File: config.mk
export PLATFORM = sky130hd
export DESIGN_NAME = fm_sb_playback
export DESIGN_NICKNAME = d
export VERILOG_FILES = /design/src/rtl/fm_sb_playback.sv
export SDC_FILE = /design/constraint.sdc
export NUM_CORES = 1
export LEC_CHECK = 0
export ABC_AREA = 1
export BUFFER_PORTS_ARGS = -buffer_cell sky130_fd_sc_hd__buf_2
export CORE_AREA = 3 3 156 158
export DETAILED_ROUTE_END_ITERATION = 16
export DIE_AREA = 0 0 159 161
export GPL_TIMING_DRIVEN = 0
export PLACE_DENSITY = 0.67
export SYNTH_ARGS = -nofsm -noshare
export SYNTH_HDL_FRONTEND = slang
export SYNTH_SLANG_ARGS = --single-unit
File: constraint.sdc
create_clock -name clk -period 4.7 [get_ports clk]
set_input_delay 0 -clock clk [delete_from_list [all_inputs] [get_ports clk]]
set_output_delay 0 -clock clk [all_outputs]
set_load 0.05 [all_outputs]
File: src/rtl/fm_sb_playback.sv
// Spy-buffer playback: reads a preloaded BRAM and replays its words
// as an fm_rt stream (fm_data/fm_vld), single-shot or looping.
module fm_sb_playback #(
    parameter int DW         = 96,
    parameter int MON_DW_MAX = 256,
    parameter int AW         = 10,
    parameter int RD_LATENCY = 2
) (
    input  logic                  clk,
    input  logic                  rst,
    input  logic [1:0]            pb_mode,
    input  logic                  pb_start,
    input  logic [AW:0]           pb_len,
    input  logic [7:0]            pb_gap,
    output logic                  mem_rd_en,
    output logic [AW-1:0]         mem_rd_addr,
    input  logic [DW-1:0]         mem_rd_data,
    output logic [MON_DW_MAX-1:0] fm_data,
    output logic                  fm_vld,
    output logic                  pb_busy,
    output logic                  pb_done,
    output logic [15:0]           pb_loop_cnt
);

    typedef enum logic [1:0] {
        S_IDLE,
        S_PLAY,
        S_GAP,
        S_DRAIN
    } state_t;

    state_t                  r_state;
    logic [1:0]              r_mode;
    logic [AW:0]             r_len;
    logic [7:0]              r_gap;
    logic [7:0]              r_gcnt;
    logic [AW-1:0]           r_addr;
    logic [AW-1:0]           r_rd_addr;
    logic                    r_rd_en;
    logic                    r_busy;
    logic                    r_done;
    logic [15:0]             r_loop_cnt;
    logic [RD_LATENCY-1:0]   r_vpipe;
    logic                    r_fm_vld;
    logic [MON_DW_MAX-1:0]   r_fm_data;

    logic                    w_abort;
    logic                    w_start_ok;
    logic                    w_last;
    logic                    w_wrap;
    logic [AW-1:0]           w_nxt;

    assign w_abort    = (pb_mode == 2'd0) || (pb_mode == 2'd3);
    assign w_start_ok = pb_start && (pb_mode == 2'd1 || pb_mode == 2'd2)
                        && (pb_len != '0);
    assign w_last     = ({1'b0, r_rd_addr} == r_len - 1'b1);
    assign w_wrap     = w_last && (r_mode == 2'd2) && (pb_mode == 2'd2);
    assign w_nxt      = w_last ? '0 : r_rd_addr + 1'b1;

    always_ff @(posedge clk) begin
        if (rst) begin
            r_state    <= S_IDLE;
            r_mode     <= '0;
            r_len      <= '0;
            r_gap      <= '0;
            r_gcnt     <= '0;
            r_addr     <= '0;
            r_rd_addr  <= '0;
            r_rd_en    <= 1'b0;
            r_busy     <= 1'b0;
            r_done     <= 1'b0;
            r_loop_cnt <= '0;
            r_vpipe    <= '0;
            r_fm_vld   <= 1'b0;
            r_fm_data  <= '0;
        end else begin
            r_done     <= 1'b0;
            r_vpipe[0] <= r_rd_en;
            for (int i = 1; i < RD_LATENCY; i++) begin
                r_vpipe[i] <= r_vpipe[i-1];
            end
            r_fm_vld <= r_vpipe[RD_LATENCY-1];
            if (r_vpipe[RD_LATENCY-1]) begin
                r_fm_data <= MON_DW_MAX'(mem_rd_data);
            end

            unique case (r_state)
                S_IDLE: begin
                    if (w_start_ok) begin
                        r_mode     <= pb_mode;
                        r_len      <= pb_len;
                        r_gap      <= pb_gap;
                        r_rd_addr  <= '0;
                        r_loop_cnt <= '0;
                        r_busy     <= 1'b1;
                        r_rd_en    <= 1'b1;
                        r_state    <= S_PLAY;
                    end
                end
                S_PLAY: begin
                    if (w_abort || (w_last && !w_wrap)) begin
                        r_rd_en <= 1'b0;
                        r_state <= S_DRAIN;
                    end else begin
                        if (w_wrap) begin
                            r_loop_cnt <= r_loop_cnt + 16'd1;
                        end
                        if (r_gap != 8'd0) begin
                            r_addr  <= w_nxt;
                            r_gcnt  <= r_gap;
                            r_rd_en <= 1'b0;
                            r_state <= S_GAP;
                        end else begin
                            r_rd_addr <= w_nxt;
                        end
                    end
                end
                S_GAP: begin
                    if (w_abort) begin
                        r_state <= S_DRAIN;
                    end else if (r_gcnt == 8'd1) begin
                        r_rd_addr <= r_addr;
                        r_rd_en   <= 1'b1;
                        r_state   <= S_PLAY;
                    end else begin
                        r_gcnt <= r_gcnt - 8'd1;
                    end
                end
                S_DRAIN: begin
                    // done lands the cycle after the last in-flight word is shown
                    if (r_vpipe == '0) begin
                        r_done  <= 1'b1;
                        r_busy  <= 1'b0;
                        r_state <= S_IDLE;
                    end
                end
                default: r_state <= S_IDLE;
            endcase
        end
    end

    assign mem_rd_en   = r_rd_en;
    assign mem_rd_addr = r_rd_addr;
    assign fm_data     = r_fm_data;
    assign fm_vld      = r_fm_vld;
    assign pb_busy     = r_busy;
    assign pb_done     = r_done;
    assign pb_loop_cnt = r_loop_cnt;

endmodule
==> results of run 1 <==
worst min-delay path, cell delays in order:
cell and delay (ns):
buf_2 0.09, inv_1 0.04, nor2_1 0.04, nand3_1 0.15, o21ai_0 0.10, a21oi_1 0.10
placed cells by master, fill, tap and decap left out, types with 2 or more instances in the layout:
| master | n |
|---|---|
| nor2_1 | 272 |
| buf_2 | 247 |
| dfxtp_1 | 169 |
| buf_4 | 161 |
| conb_1 | 160 |
| o21ai_0 | 143 |
| nand2_1 | 141 |
| dlygate4sd3_1 | 118 |
| a21oi_1 | 74 |
| inv_1 | 71 |
| nand3_1 | 59 |
| clkbuf_1 | 47 |
| xor2_1 | 21 |
| clkbuf_16 | 17 |
| ha_1 | 10 |
| nand4_1 | 8 |
| nor3_1 | 7 |
| clkinv_8 | 7 |
| inv_2 | 6 |
| nor2_2 | 5 |
| nor4_1 | 4 |
| o21ai_1 | 4 |
| nand2_2 | 4 |
| buf_6 | 4 |
| buf_1 | 3 |
| inv_8 | 3 |
| nor2_4 | 2 |
| xnor2_1 | 2 |
| nand4_2 | 2 |
| clkinv_1 | 2 |
| o211ai_1 | 2 |
| nand3b_1 | 2 |
| inv_6 | 2 |
sequential cells by signal (all words and copies together) (netlist names):
signal and count:
fm_data 96, fm_vld 1, mem_rd_addr 10, mem_rd_en 1, pb_busy 1, pb_done 1, pb_loop_cnt 16, r_addr 10
r_gap 8, r_gcnt 8, r_len 11, r_mode 2, r_state 2, r_vpipe 2
cell usage after synthesis, drive strengths merged, types with 4 or more instances:
cell	instances
nand2	146
buf	171
nand4	10
o21ai	147
nor3	8
a21oi	75
clkbuf	47
ha	10
nor4	4
dfxtp	169
xor2	22
nor2	279
nand3	60
inv	77
cell families (layout without fill, tap and decap cells):
logic type	count (synthesis)	in the layout	share of synthesized area [%]
DFF	169	169	38.6
buffers and inverters	297	691	20.0
adders and majority gates	10	10	1.43
and+or+nand+nor	511	511	24.2
xor gates and xnor gates	24	24	2.49
other	1	160	0.0428
AOI/OAI and AO/OA	227	227	13.2
path summary, 6_finish.rpt:
check	to	startpoint	cells past startpoint	slack [ns]
max	pb_loop_cnt[15]	r_len[0]	13	2.18
min	r_len[9]	pb_start	6	0.14
min reg2reg	r_vpipe[1]	r_vpipe[0]	2	0.44
max reg2reg	pb_loop_cnt[15]	r_len[0]	13	2.18
metrics by stage:
stage / worst slack [ns] / total power, W / area (µm²) / util, %
6_report: 2.18 / 0.00554 / 12800 / 55.0
5_1_grt: 1.92 / 0.00586 / 12800 / 55.0
4_1_cts: 2.09 / 0.00555 / 12800 / 55.0
3_5_place_dp: 2.17 / 0.00396 / 11000 / 47.2
3_3_place_gp: 2.10 / 0.00393 / 11000 / 47.2
2_1_floorplan: 2.44 / 0.00349 / 9360 / -
final cells by class:
type,count,area [µm²]
Inverter,79,297
Sequential cell,169,3380
Clock buffer,17,425
Tap cell,319,399
Timing Repair Buffer,362,2400
Multi-Input combinational cell,932,4220
Buffer,218,1460
Clock inverter,15,220
Fill cell,2229,10500
per-layer routing:
layer  vias up  share of wire (%)
li1       4720                  -
met1      4246                 39
met2       312                 51
met3        30                7.9
met4         0                1.3
met5         -                  0
report_power, final:
group,total (W),internal (W),switching [W]
combinational,0.00226,0.000659,0.00160
clock,0.00150,0.000784,0.000721
sequential,0.00178,0.00163,0.000149
total,0.00554,0.00308,0.00247
==> out/metrics.yaml, run 1 <==
worst_ir_drop_vdd_mv: 0.246
post_route_cells_drive_above_1_share_pct: 26.1
grt_overflow: 0
status: "complete, no violations"
synth_enable_flop_cells: 0
timing.setup.tns_ns: 0
gr-usage-met1_pct: 23.4
worst_skew_pair.late_latency_ns: 0.44
placement.io_buffers: 244
critical_path.most_common_cell: "nand2_1"
grt_util_met2_pct: 40.0
h-tree-depth: 4
critical-path-max-stage-delay_ns: 0.38
final.period_utilization_pct: 53.5
worst_path_class_setup: "reg -> reg"
via_count: 9308
power_density_nw_per_um2: 433
antenna-diode-count: 0
largest_net_degree_at_the_start_of_global_routing: 21
timing.critical_path.max_delay_family: "simple AND/OR/NAND/NOR gates"
timing_worst_slew_pin_value_ns: 0.791
cts_made_buffers: 17
rd_place_congestion: 0.877
cts-resized-gates: 0
postCtsSetupRepairBufs: 0
max_freq_mhz: 398
hold_viol: 0
cp-start-kind: "flip-flop"
power.static_leakage_nw: 6.57
worstPathArrival_ns: 2.81
synth.avg_cell_area_um2: 7.07
post_synth_inst_count: 1239
synth_largest_area_cell: "dfxtp_1"
dpl.cell_count: 1961
hp_class: "in -> reg"
clk_buf_depth: 2
timing.critical_path.buf_inv: 2
detail_route.wirelength_um: 28300
worst_hold_margin_ns: 0.138
synth.cell_area_um2: 8760
grt_pass1_wl_um: 45200
detailedRoute.firstIterationViolations: 507
placeableCoreArea_um2: 23300
drt.antenna.violating_nets: 0
total_of_endpoints_with_negative_setup_slack_in_the_final_report: 0
die_width_um: 159
worstPathRequired_ns: 4.99
area_growth_pct: 46.2
global_route.usage.met3_pct: 7.03
floorplan.initialDensity_pct: 37.7
synth.top_cell.area_share_pct: 38.6
dp.final_hpwl_um: 20700
cts_tree: "built"
crit_slowest_cell: "dfxtp_1"
ios: 406
path_clk_slew_ns: 0.08
die_height_um: 161
cts_hold_repair.buffers: 118
grt_antenna_before_repair: 0
grt-busiest-layer: "met2"
via_count_of_the_first_global_routing_pass: 9199
drc: 0
skew_ns: 0.0148
drt_first_pass_iters: 7
synth-main-ff-cell: "dfxtp_1"
final_cells: 2111
cap_violations: 0
synth_seq_area_share_pct: 38.6
die_outline_area_um2: 25600
critPathCaptureType: "flip-flop"
tritoncts_num_sinks: 169
period_minus_slack_ns: 2.52
highest_fanout_seen_on_the_critical_path: 10
path_cells: "inv_2 -> ha_1 -> nand2_1 -> nand2_1 -> xnor2_1 -> nand3_2 -> nor2_4 -> nand4_2 -> a21oi_4 -> nand2_2 -> buf_6 -> nand2_1 -> a21oi_1"
fin_nets: 1909
clockRootBuffer: "clkbuf_16"
timing.final.max_slew_violations: 0
grt_setup_unrepaired: "no"
max_slew_headroom_at_the_worst_pin_pct: 47.3
synthArstFlopShare_pct: 0
route.detailed.wl_per_inst_um: 13.4
yosys_register_bits: 169
vias_per_cell: 4.41
synth.top_cells.by_area: "dfxtp_1, buf_4, nor2_1, o21ai_0, nand2_1"
floorplan.rows: 56
post_synth_num_cell_types: 38
grtUsageTotal_pct: 21.3
yosys_warnings: 0
(Power assumes the default switching activity.)
==> inputs of run 2 (changes only) <==
- CORE_AREA: 3 3 156 158 -> 3 3 158 160
- DIE_AREA: 0 0 159 161 -> 0 0 161 163
- PLACE_DENSITY: 0.67 -> 0.65
- clock period: 4.7 -> 2.6 ns (I/O delays scaled with it)
==> run 2 against run 1 <==
Net effect: via count increased by 0.41%; die area increased by 2.5%; clock power increased by 71%; count of clock-buffer cells in the layout unchanged; non-clock buffer count decreased by 1; sequential share of layout area about the same; first-iteration DRC count increased by 13%; critical endpoint is now pb_loop_cnt[10].
==> out/metrics.yaml, run 2 (synthesis results as in run 1) <==
period_minus_slack_ns: 2.42  # -0.0970 ns
max_reg_flops: 96  # unchanged
via_count_of_the_first_global_routing_pass: 9247  # +0.52%
worstPathRequired_ns: 2.89  # -2.10 ns
placeableCoreArea_um2: 23500  # +1.2%
internal_power_w: 0.00547  # +78%
timing.hold.worst_endpoint: "r_mode[1]"
grtUsageTotal_pct: 21.5  # +0.18 points
worst-r2r-cell-count: 14  # +1
fin_nets: 1908  # -0.052%
cap_violations: 0  # unchanged
final_common_cell: "nor2_1"
total_of_endpoints_with_negative_setup_slack_in_the_final_report: 0  # unchanged
p_sw_share_pct: 45.0  # +0.44 points
r2r_setup_slack_ns: 0.18  # -2.00 ns
highest_fanout_seen_on_the_critical_path: 10  # unchanged
final.period_utilization_pct: 93.0  # +39 points
grt_overflow: 0  # unchanged
die_outline_area_um2: 26200  # +2.5%
worstPathArrival_ns: 2.70  # -0.11 ns
worst_hold_path.num_cells: 6  # unchanged
hp_class: "in -> reg"
most-common-layout-cells: "nor2_1, buf_2, dfxtp_1, buf_4, conb_1"
die_width_um: 161  # +1.3%
floorplan.rows: 56  # unchanged
grt_setup_unrepaired: "yes"
rr_startpoint: "r_len[1]"
cts_tree: "built"
clk_buf_depth: 2  # unchanged
dpl.cell_count: 1961  # unchanged
placement.setup.worst_slack_ns: 0.0193  # -2.15 ns
detail_route.wirelength_um: 29000  # +2.6%
grt_pass1_wl_um: 45800  # +1.3%
power_density_nw_per_um2: 776  # +79%
worst_skew_pair.late_latency_ns: 0.44  # about the same
hold_viol: 0  # unchanged
worst_ir_drop_vdd_mv: 0.414  # +69%
ios: 406  # unchanged
cp-start-kind: "flip-flop"
rd_place_congestion: 0.881  # +0.48%
crit-reg2reg-capture: "pb_loop_cnt[10]"
drc: 0  # unchanged
detailedRoute.firstIterationViolations: 572  # +13%
status: "complete, no violations"
route.detailed.wl_per_inst_um: 13.7  # +2.5%
worst_path_class_setup: "reg -> reg"
h-tree-depth: 4  # unchanged
drt_first_pass_iters: 5  # -2
setup_slack_ns: 0.182  # -2.00 ns
timing_worst_slew_pin_value_ns: 0.737  # -0.0535 ns
worst_hold_startpoint: "pb_start"
share_seq_of_total_power_pct: 32.5  # +0.3 points
postCtsSetupRepairBufs: 0  # unchanged
via_count: 9346  # +0.41%
max_slew_headroom_at_the_worst_pin_pct: 50.9  # +3.6 points
grt_antenna_before_repair: 0  # unchanged
critPathCaptureType: "flip-flop"
path_clk_slew_ns: 0.07  # about the same
die_height_um: 163  # +1.2%
cts_made_buffers: 17  # unchanged
area_growth_pct: 46.1  # about the same
p_sw_w: 0.00446  # +81%
largest_net_degree_at_the_start_of_global_routing: 20  # -4.8%
dp.final_hpwl_um: 21300  # +3.2%
vias_per_cell: 4.43  # +0.36%
power.static_leakage_nw: 6.56  # -0.15%
floorplan.initialDensity_pct: 37.2  # -0.45 points
timing.final.max_slew_violations: 0  # unchanged
tritoncts_num_sinks: 169  # unchanged
power_frac_clock_pct: 25.9  # -1.2 points
clockRootBuffer: "clkbuf_16"
combinationalPowerShare_pct: 41.5  # +0.8 points
post_route_cells_drive_above_1_share_pct: 26.6  # +0.46 points
placement.io_buffers: 244  # unchanged
final_cells: 2112  # +0.047%
max_freq_mhz: 414  # +4.0%
drt.antenna.violating_nets: 0  # unchanged
skew_ns: 0.0125  # -0.00225 ns
run 2: power by group through the flow:
stage	sequential, W	combinational [W]	clock (W)
CTS	0.00322	0.00405	0.00264
global route	0.00328	0.00452	0.00272
floorplan	0.00391	0.00240	0
global placement	0.00326	0.00385	0
finish	0.00323	0.00413	0.00257
detailed placement	0.00327	0.00389	0
run 2: stage by stage:
| stage | total power [W] | TNS (ns) | hold WS, ns | cell area (µm²) | utilization, % |
|---|---|---|---|---|---|
| 2_1_floorplan | 0.00631 | 0 | 0.135 | 9360 | - |
| 3_3_place_gp | 0.00711 | 0 | 0.221 | 11000 | 46.6 |
| 3_5_place_dp | 0.00716 | 0 | 0.227 | 11000 | 46.6 |
| 4_1_cts | 0.00991 | 0 | 0.109 | 12800 | 54.2 |
| 5_1_grt | 0.0105 | -0.0646 | 0.179 | 12800 | 54.4 |
| 6_report | 0.00993 | 0 | 0.120 | 12800 | 54.4 |
run 2: area by class of cell:
cell class	count	area, µm²
timing repair buffer	362	2400
tap	319	399
inverter	79	300
buffer	217	1450
antenna	2	5.00
clock inverter	15	180
sequential	169	3380
clock buffer	17	425
fill	2308	10700
multi-input combinational	932	4250
run 2: worst max path at each step:
stage | start | to | slack (ns) | depth (start not counted)
global route | r_len[0] | pb_loop_cnt[1] | -0.03 | 15
floorplan | mem_rd_addr[7] | pb_loop_cnt[8] | 0.34 | 12
CTS | r_len[0] | pb_loop_cnt[11] | 0.04 | 14
global placement | r_vpipe[1] | fm_data[57] | 0.05 | 7
detailed placement | r_vpipe[1] | fm_data[57] | 0.02 | 7
finish | r_len[1] | pb_loop_cnt[10] | 0.18 | 14
run 2: routing by layer:
metal | up-vias | GRT usage (%) | share of wire [%]
met3 | 43 | 7.43 | 8.4
met5 | - | 0 | 0
met4 | 0 | 5.94 | 1.8
met2 | 341 | 40.5 | 52
met1 | 4233 | 22.8 | 38
li1 | 4729 | - | -
run 2: what timing repair did:
item | CTS | global route
hold endpoints to repair | 118 | 0
pin swaps | 0 | 0
gates resized for setup | 0 | 10
hold buffers | 118 | 0
setup endpoints to repair | 1 | 31
run 2: worst max-delay path, stage by stage (launching register included):
cell and delay (ns):
dfxtp_1 0.35, inv_1 0.08, ha_2 0.34, inv_1 0.04, nand2_1 0.05, nand4_1 0.12
nor2_1 0.12, nand2_1 0.10, nor2_4 0.16, nand4_2 0.13, a21oi_4 0.31, nand2_2 0.17
buf_6 0.18, nand2_1 0.06, a21oi_1 0.05
